**config.mk**
```make
export PLATFORM = sky130hd
export DESIGN_NAME = divider
export DESIGN_NICKNAME = d
export VERILOG_FILES = /design/src/rtl/divider.sv
export SDC_FILE = /design/constraint.sdc
export NUM_CORES = 1
export LEC_CHECK = 0
export CAP_MARGIN = 20
export CORE_MARGIN = 1.5
export CORE_UTILIZATION = 50
export DETAILED_ROUTE_END_ITERATION = 10
export PLACE_DENSITY = 0.78
export SLEW_MARGIN = 20
export SYNTH_ARGS = -nofsm -noshare
export SYNTH_HDL_FRONTEND = slang
export SYNTH_SLANG_ARGS = --single-unit
export TNS_END_PERCENT = 30
```
**constraint.sdc**
```tcl
create_clock -name CLK -period 4.7 [get_ports CLK]
set_input_delay 0.705 -clock CLK [delete_from_list [all_inputs] [get_ports CLK]]
set_output_delay 0.705 -clock CLK [all_outputs]
set_load 0.02 [all_outputs]
```
**src/rtl/divider.sv**
```systemverilog
// Sequential unsigned restoring divider producing one quotient bit per clock.
// Its start and busy/valid handshake matches the shift-add multiplier, so the two can be swapped.
module divider #(
  parameter int WIDTH = 32
) (
  input  logic             CLK,
  input  logic             RST,
  input  logic             EN_i,
  input  logic [WIDTH-1:0] DIN1_i,
  input  logic [WIDTH-1:0] DIN2_i,
  output logic             BUSY_o,
  output logic             VALID_o,
  output logic [WIDTH-1:0] QUOT_o,
  output logic [WIDTH-1:0] REM_o,
  output logic             DIVZ_o
);

  localparam int CNT_W = (WIDTH > 2) ? $clog2(WIDTH) : 1;
  localparam logic [CNT_W-1:0] LAST_CNT = CNT_W'(WIDTH - 1);

  typedef enum logic [1:0] {
    S_IDLE = 2'd0,
    S_RUN  = 2'd1,
    S_DONE = 2'd2
  } state_t;

  state_t           r_state;
  logic [WIDTH-1:0] r_q;
  logic [WIDTH-1:0] r_rem;
  logic [WIDTH-1:0] r_div;
  logic [CNT_W-1:0] r_cnt;
  logic             r_busy;
  logic             r_valid;
  logic             r_divz;

  logic [WIDTH:0]   w_shifted;
  logic [WIDTH:0]   w_trial;
  logic             w_borrow;

  // The extra trial bit keeps the subtraction exact when the partial remainder's MSB is set.
  assign w_shifted = {r_rem, r_q[WIDTH-1]};
  assign w_trial   = w_shifted - {1'b0, r_div};
  assign w_borrow  = (w_shifted < {1'b0, r_div});

  always_ff @(posedge CLK) begin
    if (RST) begin
      r_state <= S_IDLE;
      r_q     <= '0;
      r_rem   <= '0;
      r_div   <= '0;
      r_cnt   <= '0;
      r_busy  <= 1'b0;
      r_valid <= 1'b0;
      r_divz  <= 1'b0;
    end else begin
      case (r_state)
        S_IDLE, S_DONE: begin
          if (EN_i) begin
            if (DIN2_i == '0) begin
              r_q     <= '1;
              r_rem   <= DIN1_i;
              r_divz  <= 1'b1;
              r_busy  <= 1'b0;
              r_valid <= 1'b1;
              r_state <= S_DONE;
            end else begin
              r_q     <= DIN1_i;
              r_div   <= DIN2_i;
              r_rem   <= '0;
              r_cnt   <= '0;
              r_divz  <= 1'b0;
              r_busy  <= 1'b1;
              r_valid <= 1'b0;
              r_state <= S_RUN;
            end
          end
        end
        S_RUN: begin
          r_rem <= w_borrow ? w_shifted[WIDTH-1:0] : w_trial[WIDTH-1:0];
          r_q   <= {r_q[WIDTH-2:0], ~w_borrow};
          r_cnt <= r_cnt + 1'b1;
          if (r_cnt == LAST_CNT) begin
            r_busy  <= 1'b0;
            r_valid <= 1'b1;
            r_state <= S_DONE;
          end
        end
        default: begin
          r_busy  <= 1'b0;
          r_valid <= 1'b0;
          r_state <= S_IDLE;
        end
      endcase
    end
  end

  assign BUSY_o  = r_busy;
  assign VALID_o = r_valid;
  assign QUOT_o  = r_q;
  assign REM_o   = r_rem;
  assign DIVZ_o  = r_divz;

endmodule

```
# == Word level (Yosys, flattened, before mapping) ==
# Cells that the tools add are included.
# word_totals
n_memories,0
inputBits,67
reg_bits,106
latchBits,0
mem_bits_rw,0
mem_bits_ro,0
wordCells,50
# classes
div,0
mux,22
eq_ne,6
order_cmp,1
multipliers,0
shift,0
bitwise,2
add_sub_neg,2
reduce_logical,9
# ops
cell,n
32-bit 2-to-1 mux,5
32-bit one-hot mux with 2 select lines,2
33-bit by 32-bit < comparator with 1-bit output,1
32-bit zero test,1
32-bit subtractor,1
5-bit 2-to-1 mux,2
5-bit one-hot mux with 2 select lines,1
1-bit 2-to-1 mux,6
2-bit 2-to-1 mux,3
"2-bit != test, second input constant",3
2-bit AND reduction,3
3-bit AND reduction,2
"5-bit by 1-bit adder with 5-bit output, second input constant",1
"5-bit == test, second input constant",1
1-bit one-hot mux with 2 select lines,2
2-bit one-hot mux with 2 select lines,1
"2-bit by 1-bit == test with 1-bit output, second input constant",1
"2-bit == test, second input constant",1
2-bit zero test,1
1-bit inverter,2
2-bit nonzero test,1
2-bit OR reduction,1

# == Longest topological paths before layout ==
# logic_depth
ltp_word,4
mapped_depth,14

# == Least setup slack after synthesis ==
# Ideal clock, no wire load.
# synth_timing
path_type,register to register
startpoint,register r_q[31] (netlist: QUOT_o[31])
endpoint,register r_rem[26] (netlist: REM_o[26])
t_arrival_ps,2801
synth_period_minus_slack_ps,2943
path_slack_ps,1757
path_stages_with_launch,14
path_cell_list,dfxtp_1 inv_1 ha_1 inv_1 fa_1 a211oi_1 o21ai_1 a31oi_1 o31a_1 o21ai_2 a41o_1 or3_1 a31oi_1 a221oi_1
# synth_via
elab_chain_cells,3
# synth_rtl
element,line,text
from (decl),28,logic [WIDTH-1:0] r_q;
from (signal assigned),67,r_q <= DIN1_i;
from (signal assigned),80,"r_q <= {r_q[WIDTH-2:0], ~w_borrow};"
32-bit subtractor or 33-bit by 32-bit < comparator with 1-bit output (tied branches),"42, 43",
32-bit 2-to-1 mux (*),79,r_rem <= w_borrow ? w_shifted[WIDTH-1:0] : w_trial[WIDTH-1:0];
32-bit one-hot mux with 2 select lines (*),56,case (r_state)
to (signal assigned),61,r_rem <= DIN1_i;
to (signal assigned),79,
to (decl),29,logic [WIDTH-1:0] r_rem;
# Every way passes the cells marked *; elsewhere a longest branch is shown, timed or not.
# A chain may end at the register's enable or synchronous reset.

# == Worst setup path after layout ==
# Same ends and word-level chain as after synthesis.

==> flow_summary.toml <==
[outcome]
status = "complete, no violations"

[clock_tree]
post_cts_buffers = 0
htreeDepth = 3
clock_latency_ps = 350
clkTransAtPathRegs_ps = 70
cts-resized-gates = 0
cts_tree = "done"
cts.sinks = 104
root_buffer = "clkbuf_16"
cts_buffer_depth = 2
cts_buffers = 9
cts_hold_buf = 0

[cells_and_area]
final_common_cell = "nand2_1"
seqCellArea_sq_um = 2080
drive_above_1_share = 0.0629
area_growth_pct = 26.0
antenna_cells = 0
final_cell_mix = "136 x nand2_1, 132 x clkdlybuf4s50_1, 120 x a21oi_1"
nNetsFinal = 1035
multi_input_comb_area_sq_um = 3960
fillCellCount = 1148

[route]
viasPerCell = 6.00
ant_nets = 0
via_count = 6658
routed_wl_microns = 20000
drtIter0Drc = 625
drt_first_pass_iters = 5
drc = 0
wire_per_inst_microns = 18.0

[power_and_ir_drop]
power.density_nw_per_um2 = 429
p_leak_nw = 3.11
peakVddDrop_uv = 210

[yosys]
async_flop_share = 0
synth_top_area_frac = 0.322
yosysUniqueCellTypes = 79
syn-cell-area_sq_um = 6460
synthTopCellsByArea = "dfxtp_1 32%, a21oi_1 9.3%, nand2_1 7.9%"
synth.avg_cell_area_sq_um = 7.75
ys_ff_latch = 104
yosysWarnings = 0
mappedNetlistNets = 936
ys_seq_area_frac = 0.322
synth_top_flop_cell = "dfxtp_1"
netlist_instances = 834
synth_edf_count = 0
synth_top_cell_by_area = "dfxtp_1"

[worst_setup_path]
slowest_delay_ps = 430
crit_path_max_fanout = 5
critPathSlowestCell = "fa_1"
crit_chain = "inv_1 -> ha_1 -> inv_1 -> fa_1 -> a211oi_1 -> o21ai_1 -> a31oi_1 -> o31a_1 -> o21ai_2 -> a41o_1 -> or3_1 -> a31oi_1 -> a221oi_1"
required_ps = 4910
path_class = "reg -> reg"
r2r-start = "QUOT_o[31]$_SDFFE_PP0P_"
cp-end-kind = "flip-flop"
cp-start-kind = "flip-flop"
critical_path_arrival_ps = 3720
cp-startpoint = "QUOT_o[31]$_SDFFE_PP0P_"

[flow_run]
maxCapViolCount = 0

[timing]
setup_viol = 0
rsz0062_at_grt = "no"
relSlewSlack = 0.374
hold_violations = 0
max_freq_mhz = 284
slew_violations = 0
fin_crit_sh = 0.748
setup_ws_ps = 1180
finalCriticalPeriod_ps = 3520
worstMarginPinSlew_ps = 939
totalNegativeSetupSlack_ps = 0
finalClockSkew_ps = 5.53

[placed_design]
dp_slack_ps = 1240
port-buffer-count = 133
gp_congestion = 0.879
dp_hpwl_microns = 14400

[global_routing]
grt_remaining_overflow = 0
antenna_found_initial = 0
grt_max_degree = 54
grt_use_total = 0.298
grt_pass1_vias = 6078
grt_first_pass_wirelength_microns = 31300

[min_path]
min_from = "r_div[1]$_SDFFE_PP0P_"
hp-class = "reg -> reg"

[floorplan]
fp.dieW_microns = 117
core_sq_um = 12600
ios = 134
start_util = 0.512
dieArea_sq_um = 13600
rows = 41
fp.dieH_microns = 117
[power by group]
group	leakage, nW	switching [mW]	internal, mW
Sequential	0.855	0.0989	0.969
Combinational	2.10	0.923	0.683
Clock	0.153	0.349	0.470
[final timing paths]
check,to,slack (ps),depth (start not counted)
min reg2reg,r_div[1]$_SDFFE_PP0P_,460,2
max,REM_o[26]$_SDFFE_PP0P_,1180,13
min,r_div[1]$_SDFFE_PP0P_,460,2
max reg2reg,REM_o[26]$_SDFFE_PP0P_,1180,13
[flip-flops by register name, indices dropped and copies added, names as in the netlist]
name	cells
QUOT_o	32
REM_o	32
r_div	32
r_cnt	5
DIVZ_o	1
VALID_o	1
r_state	1
[worst max-delay path, delay by kind of cell, from the launching register on]
kind                     cells  cell delay, ps
AO/OA/AOI/OAI                8            1920
adder cells (fa/ha/maj)      2             600
flip-flops                   1             370
AND/OR/NAND/NOR              1             310
buffers and inverters        2             140
[per-layer routing]
layer / share of wire / global-route usage
met5: 0 / 0
met4: 0.030 / 0.137
met3: 0.082 / 0.0555
met1: 0.44 / 0.413
met2: 0.45 / 0.451
[metrics by stage]
stage	hold slack, ps	area [sq um]	cells	util	total power [mW]
detailed placement	446	7820	1094	0.620	2.65
global route	476	8140	1110	0.645	3.68
global placement	444	7820	1094	0.620	2.65
finish	455	8140	1110	0.645	3.49
floorplan	436	6460	834	-	2.23
CTS	456	8140	1110	0.645	3.48
[final cells by class]
cell class | count | area share
multi-input combinational | 634 | 0.486
sequential | 104 | 0.256
timing repair buffer | 143 | 0.174
clock buffer | 10 | 0.0281
tap | 172 | 0.0264
inverter | 41 | 0.0189
clock inverter | 6 | 0.0111
[cell usage after synthesis, types with 4 or more instances]
| library cell | n |
|---|---|
| nand2_1 | 136 |
| a21oi_1 | 120 |
| dfxtp_1 | 104 |
| nor2_1 | 49 |
| inv_1 | 40 |
| clkbuf_1 | 37 |
| ha_1 | 34 |
| o221ai_1 | 27 |
| o21ai_0 | 25 |
| a21o_1 | 21 |
| nor3_1 | 20 |
| nand3_1 | 19 |
| xnor2_1 | 14 |
| o22ai_1 | 13 |
| xor2_1 | 12 |
| o21ai_1 | 11 |
| nor4_1 | 9 |
| a31oi_1 | 8 |
| and3_1 | 8 |
| nand2b_1 | 8 |
| a221oi_1 | 7 |
| a211oi_1 | 6 |
| buf_1 | 5 |
| buf_4 | 5 |
| nand4_1 | 5 |
| o21ai_2 | 4 |
[kinds of logic after synthesis]
group	synth area share
and+or+nand+nor	0.194
DFF	0.322
adders and majority gates	0.0689
muxes	0.00813
buffers and inverters	0.0705
xor gates and xnor gates	0.0352
AOI/OAI and AO/OA	0.301
Power figures use the tool's default switching activity.
==> patch (config.mk and constraints unchanged) <==
`WIDTH`: 32 -> 16.
--- a/src/rtl/divider.sv
+++ b/src/rtl/divider.sv
@@ -1,7 +1,7 @@
 // Sequential unsigned restoring divider producing one quotient bit per clock.
 // Its start and busy/valid handshake matches the shift-add multiplier, so the two can be swapped.
 module divider #(
-  parameter int WIDTH = 32
+  parameter int WIDTH = 16
 ) (
   input  logic             CLK,
   input  logic             RST,
Ports: changed (resized DIN1_i, DIN2_i, QUOT_o and REM_o); port bits go from 134 to 70. No check against the original RTL was run, so the function may have changed too.
==> patch against the unedited design <==
The flow now finishes with violations (design-rule violations). Power shrank 53%. Fmax increased by 9.4%. Register-to-register slack better by 0.72 ns. Wire length is 54% lower. Area after synthesis down 48%. Critical path type is now input pin to flop. Sequential cell count is 48 lower. Design area down 49%. Setup slack gained 0.30 ns.
==> patch: results (changes against the unedited design) <==
nets=548 (-47%); warnings from Yosys=0 (unchanged); Setup WS post-layout=1.49 ns (+0.302 ns); mux contribution to synthesized area=0.0299 (+0.0218); layout cells sized above 1=0.0405 (-0.0224); pre-CTS WS=1.11 ns (-0.130 ns); peak supply drop=0.235 mV (+12%); largest net degree at the start of global routing=60 (+11%); Clock Tree Root=clkbuf_8; Data arrival, critical path=3.45 ns (-0.27 ns); Port Buffers=69 (-48%); commonest cells in the netlist=nor2_1, dfxtp_1, a21oi_1, nand2_1, inv_1; critical path's top delay family=simple AND/OR/NAND/NOR gates; post-placement cell count=565 (-48%); number of distinct library cells after synthesis=55 (-30%); post-DR wirelength/cell=16.0 um (-11%); status=finished, violations left; Placement Cell Area=0.00406 mm2 (-48%); GPL Wtd Cong=0.881 (+0.18%); All-Layer GR Usage=0.250 (-0.0480); failing checks=design-rule violations; Initial DRT Pass Iterations=8 (+3); clk slew on worst S/H paths=0.09 ns (+0.02 ns); vias in the first global route=3103 (-49%); worst rel slew slack=0.267 (-0.107); total number of vias=3351 (-50%); DRC=3 (+3); Synth Area in XOR/XNOR=0.0284 (-0.00683); CP max stage cell=nand2b_1; synthesized area per cell=7.67 um2 (-0.98%); Reg2Reg Setup Slack=1.90 ns (+0.72 ns); delay of the slowest critical-path stage=0.67 ns (+0.24 ns); DR vias/cell=5.87 (-2.2%); first-pass GRT wire length=14700 um (-53%); Synth Area in Compound Gates=0.231 (-0.0705); WHS=0.464 ns (+0.00880 ns); CTS Buf Count=5 (-4); initial DRC count=225 (-64%); LEAKAGE=1.63 nW (-47%); Synth area leaders=dfxtp_1, nor2_1, a21oi_1; DP Wirelength=6690 um (-54%); worst-path fanout max=18 (+13)
[patch: cell count changes in the layout (fill, tap and decap cells not counted), sizes merged, moves of 13 or more]
cell / before / now
o21ai: 40 / 13
clkdlybuf4s50: 132 / 68
ha: 34 / 17
nor2: 49 / 71
nand2: 137 / 45
nand3: 20 / 6
nor3: 20 / 7
o221ai: 27 / 2
inv: 42 / 19
a21o: 22 / 4
dfxtp: 104 / 56
a21oi: 122 / 48
[patch: cell type report]
type	count	area, um2
well taps	77	96.3
fillers	607	2300
clock buffers	5	68.8
repair buffers	73	716
inverters	19	71.3
flip-flops and latches	56	1120
multi-input cells	340	2060
clock inverters	1	30.0
[patch: routing by layer]
metal  GRT usage  vias to the layer above  wire [um]  part of all wire
met4      0.0748                        0        157             0.017
li1            -                     1684          -                 -
met5           0                        -          0                 0
met1       0.329                     1560       4120              0.45
met3      0.0311                       15        366             0.040
met2       0.429                       92       4500              0.49
[patch: report_power, final]
part	total [mW]	switching, mW	leakage (nW)	internal, mW
Combinational	0.766	0.427	1.12	0.339
Sequential	0.567	0.0455	0.460	0.521
Clock	0.313	0.160	0.0501	0.153
Total	1.65	0.632	1.63	1.01
[patch: kinds of logic after synthesis]
family,count (synthesis)
xor gates and xnor gates,11
muxes,10
AOI/OAI and AO/OA,119
adders and majority gates,18
DFF,56
buffers and inverters,46
and+or+nand+nor,182
[patch: worst min-delay path, stage by stage, from the launching register on]
cell and delay (ns):
dfxtp_1 0.32, nand2_1 0.05, a21oi_1 0.05
[patch: path summary, 6_finish.rpt]
check        startpoint  cells after the start         to
max          DIN2_i[10]                      7   r_div[3]
min            r_div[4]                      2   r_div[4]
max reg2reg  QUOT_o[15]                     10  REM_o[12]
min reg2reg    r_div[4]                      2   r_div[4]
